--- src/rtl/tt_um_array_divider_hhrb98.sv ---
// Sequential 8-by-4 unsigned restoring divider tile: one quotient bit per clock,
// with a start/busy/done handshake and an error flag for divide-by-zero or quotient overflow.
module tt_um_array_divider_hhrb98 #(
    parameter int N = 4
) (
    input  logic       clk,
    input  logic       rst_n,
    input  logic       ena,
    input  logic [7:0] ui_in,
    input  logic [7:0] uio_in,
    output logic [7:0] uo_out,
    output logic [7:0] uio_out,
    output logic [7:0] uio_oe
);
    localparam int CW = $clog2(N);
    localparam logic [CW-1:0] CNT_LAST = CW'(N - 1);

    localparam logic [1:0] S_IDLE = 2'd0;
    localparam logic [1:0] S_RUN  = 2'd1;
    localparam logic [1:0] S_DONE = 2'd2;

    logic [1:0]     state;
    logic [N:0]     rem;
    logic [N-1:0]   sh;
    logic [N-1:0]   div;
    logic [CW-1:0]  cnt;
    logic [N-1:0]   q_r;
    logic [N-1:0]   r_r;
    logic           err_r;

    logic [2*N-1:0] d_in;
    logic [N-1:0]   v_in;
    logic           start;
    logic [N:0]     t;
    logic           ge;
    logic [N:0]     rem_nxt;
    logic [N-1:0]   sh_nxt;

    assign d_in  = ui_in[2*N-1:0];
    assign v_in  = uio_in[N-1:0];
    assign start = uio_in[N];

    // rem[N] is always 0 between steps (rem < V), so only the low bits feed the next trial.
    logic unused;
    assign unused = &{1'b0, uio_in[7:5], rem[N]};

    always_comb begin
        t       = {rem[N-1:0], sh[N-1]};
        ge      = (t >= {1'b0, div});
        rem_nxt = ge ? (t - {1'b0, div}) : t;
        sh_nxt  = {sh[N-2:0], ge};
    end

    always_ff @(posedge clk) begin
        if (!rst_n) begin
            state <= S_IDLE;
            rem   <= '0;
            sh    <= '0;
            div   <= '0;
            cnt   <= '0;
            q_r   <= '0;
            r_r   <= '0;
            err_r <= 1'b0;
        end else if (ena) begin
            case (state)
                S_IDLE: begin
                    if (start) begin
                        div   <= v_in;
                        err_r <= 1'b0;
                        if (v_in == '0) begin
                            q_r   <= '1;
                            r_r   <= '0;
                            err_r <= 1'b1;
                            state <= S_DONE;
                        end else if (d_in[2*N-1:N] >= v_in) begin
                            // quotient would not fit in N bits
                            q_r   <= '1;
                            r_r   <= '1;
                            err_r <= 1'b1;
                            state <= S_DONE;
                        end else begin
                            rem   <= {1'b0, d_in[2*N-1:N]};
                            sh    <= d_in[N-1:0];
                            cnt   <= '0;
                            state <= S_RUN;
                        end
                    end
                end
                S_RUN: begin
                    rem <= rem_nxt;
                    sh  <= sh_nxt;
                    cnt <= cnt + 1'b1;
                    if (cnt == CNT_LAST) begin
                        q_r   <= sh_nxt;
                        r_r   <= rem_nxt[N-1:0];
                        err_r <= 1'b0;
                        state <= S_DONE;
                    end
                end
                S_DONE: begin
                    if (!start) state <= S_IDLE;
                end
                default: state <= S_IDLE;
            endcase
        end
    end

    assign uo_out  = {r_r, q_r};
    assign uio_out = {err_r, state == S_DONE, state == S_RUN, 5'b0_0000};
    assign uio_oe  = 8'b1110_0000;

endmodule

--- config.mk ---
export PLATFORM = sky130hd
export DESIGN_NAME = tt_um_array_divider_hhrb98
export DESIGN_NICKNAME = d
export VERILOG_FILES = /design/src/rtl/tt_um_array_divider_hhrb98.sv
export SDC_FILE = /design/constraint.sdc
export NUM_CORES = 1
export LEC_CHECK = 0
export CAP_MARGIN = 20
export CORE_MARGIN = 3
export CORE_UTILIZATION = 48
export DETAILED_ROUTE_END_ITERATION = 10
export GPL_TIMING_DRIVEN = 0
export PLACE_DENSITY = 0.85
export SYNTH_ARGS = -nofsm -noshare
export SYNTH_HDL_FRONTEND = slang
export SYNTH_SLANG_ARGS = --single-unit
--- constraint.sdc ---
create_clock -name clk -period 2.25 [get_ports clk]
set_clock_uncertainty 0.1 [all_clocks]
set_input_delay 0.45 -clock clk [delete_from_list [all_inputs] [get_ports clk]]
set_output_delay 0.45 -clock clk [all_outputs]
set_load 0.01 [all_outputs]
==> results.cfg <==
[timing]
worst_slack_ps = 65.25
finalSetupViolCount = 0
slew_violations = 0
fmax_ghz = 0.4577
period_share_pct = 97.10
worst_slew_pin_slew_ps = 686.1
period_minus_slack_ps = 2185
rsz0062_at_grt = false
hold_viol_final = 0
slew_headroom_pct = 53.77

[floorplan]
chipHeight_um = 63.49
row_count = 20
ios = 43
start_util_pct = 51.13
die-area_sq_um = 4031
die_w_um = 63.49
core_sq_um = 3103

[setup_path]
ff2ff_path_depth = 7
end_kind = flop
cp_max_fo = 7
cp_data_arrival_time_ps = 2330
reg2reg_to = r_r[1]
timing.rr.start = sh[3]
regToRegSetupSlack_ps = 100
startpoint_type = primary input
cp.required_ps = 2400
timing_worst_setup_path_type = in2reg

[clock_network]
clock_latency_ps = 330
htree_num_levels = 1
clock_sinks = 25
cts_tree = yes
clockBufferDepth = 2
numCtsBuffers = 3
clkTransAtPathRegs_ps = 140
cts_root_buffer = clkbuf_4

[layout]
syn_to_final_growth_pct = 29.89
diodes = 0
fin_util_pct = 66.41
stdcell_count = 272
drive_above_1_share_pct = 20.61
final_nets = 258
num-fill-cells = 262
finish.instance_area_sq_um = 2061

[place]
place_hpwl_um = 2797
placed_cells = 266
gp_congestion = 0.8862
place_ws_ps = -563.7
portBuffers = 26
placed_area_sq_um = 1943

[grt]
track_usage_pct = 18.16
grt_pass1_vias = 1269
grt_overflow = 0
grt_pass1_wl_um = 5906
grt_max_degree = 15
antenna_found_initial = 0

[logic_synthesis]
ys.warnings.count = 0
ys_top_cells_by_area = dfxtp_1, ha_1, buf_4
ys_ff_latch = 25
synth_edf_count = 0
ys_types = 45
syn_area_sq_um = 1587
yosysMostFrequentCell = dfxtp_1
synth_cells = 185
synth_top_cell_by_area = dfxtp_1
synth_common_cells = dfxtp_1, nand2_1, buf_4, inv_1, a21oi_1
synth-async-reset-ratio_pct = 0
synth-main-ff-cell = dfxtp_1
synth.yosys.seq_area_share_pct = 31.55
netlist.area_leader.share_pct = 31.55
syn_area_per_cell_sq_um = 8.576

[run]
drv_cap = 0

[detailed_routing]
dr_wl_met2_um = 1755
met1Wirelength_um = 1630
post_drt_wl_per_cell_um = 13.48
drt_drc_violations_left = 0
vias_per_cell = 5.360
firstDrtPassIters = 4
routed_wl_um = 3667
postRouteAntennaNets = 0
vias = 1458
drt_iter0_drc = 103
route.top_layer_used = met4
wl_met3_um = 252

[hold_path]
min_to = cnt[1]
hp-start = cnt[1]
hold_class = reg2reg
hold_depth = 2

[pwr]
power_density_nw_per_um2 = 544.9
finalPower_mw = 1.123
ir_drop_v = 0.0003354
leakagePower_nw = 0.8469

[outcome]
status = finished clean
-- worst max-delay path by stage --
stage | from | to | cells past startpoint
after CTS | ui_in[4] | rem[3] | 8
after global placement | ui_in[4] | q_r[2] | 8
after floorplan | ui_in[4] | q_r[0] | 7
final | uio_in[2] | rem[3] | 7
after detailed placement | ui_in[4] | r_r[0] | 8
after global routing | sh[3] | rem[0] | 7
-- routing by layer --
layer,vias to the layer above,GRT usage [%]
met1,663,24.56
li1,731,-
met4,0,4.043
met3,5,4.100
met5,-,0
met2,59,29.34
-- power breakdown --
| part | total (mW) | switching [mW] | internal (mW) |
|---|---|---|---|
| Sequential | 0.499 | 0.0233 | 0.476 |
| Clock | 0.210 | 0.143 | 0.0668 |
| Combinational | 0.414 | 0.217 | 0.197 |
-- state kept, by name (all words and copies together) (netlist names) --
signal  count
div         4
q_r         4
r_r         4
rem         4
sh          4
cnt         2
state       2
err_r       1
-- cells in the final DEF (no fill, tap or decap), types with 2 or more instances in the layout --
cell / n
o221a_2: 5
clkbuf_4: 3
o31ai_1: 3
nand3_1: 5
nor3_1: 6
nor3b_1: 2
mux2i_1: 4
a211oi_1: 2
clkbuf_1: 3
a311oi_1: 4
a211o_1: 3
nand4_1: 3
inv_1: 13
clkdlybuf4s50_1: 24
nand2_1: 17
ha_1: 8
nand2b_1: 5
nor2b_1: 2
conb_1: 13
buf_2: 2
a21oi_1: 11
o221a_1: 2
buf_4: 17
o21ai_0: 6
dfxtp_1: 25
nor2_1: 9
-- layout make-up --
cell class	count	area, sq um	area share (%)
clock buffers	3	22.52	1.093
multi-input cells	138	1022	49.61
flip-flops and latches	25	500.5	24.29
inverters	13	48.80	2.368
clock inverters	1	5.005	0.2429
repair buffers	28	272.8	13.24
plain buffers	20	133.9	6.497
well taps	44	55.05	2.672
-- worst max-delay path: stages --
cell and delay, ps:
clkdlybuf4s50_1 520, inv_1 60, ha_1 270, o21ai_1 360
o21a_2 310, nor2_1 100, o31ai_1 250
-- through the flow --
stage	hold WS, ps	TNS [ps]
after floorplan	347.2	0
after global placement	354.3	-7335
after detailed placement	361.6	-8198
after CTS	379.8	0
after global routing	425.6	0
final	382.5	0
-- repair_timing --
| item | CTS | global route |
|---|---|---|
| endpoints found under the setup margin | 16 | 18 |
| setup buffers | 0 | 2 |
| resized for setup | 6 | 14 |
| endpoints found under the hold margin | 0 | 0 |
| hold buffers | 0 | 0 |
| pin swaps | 1 | 7 |
-- cell families (layout without fill, tap and decap cells) --
| logic type | count (synthesis) | count (layout) | share of synthesized area (%) |
|---|---|---|---|
| compound gates | 52 | 52 | 26.42 |
| flops | 25 | 25 | 31.55 |
| other cells | 2 | 13 | 0.4734 |
| fa+ha+maj | 10 | 10 | 8.360 |
| buf+inv | 33 | 65 | 11.36 |
| mux | 4 | 4 | 2.524 |
| simple gates | 59 | 59 | 19.32 |
(Power assumes the default switching activity.)
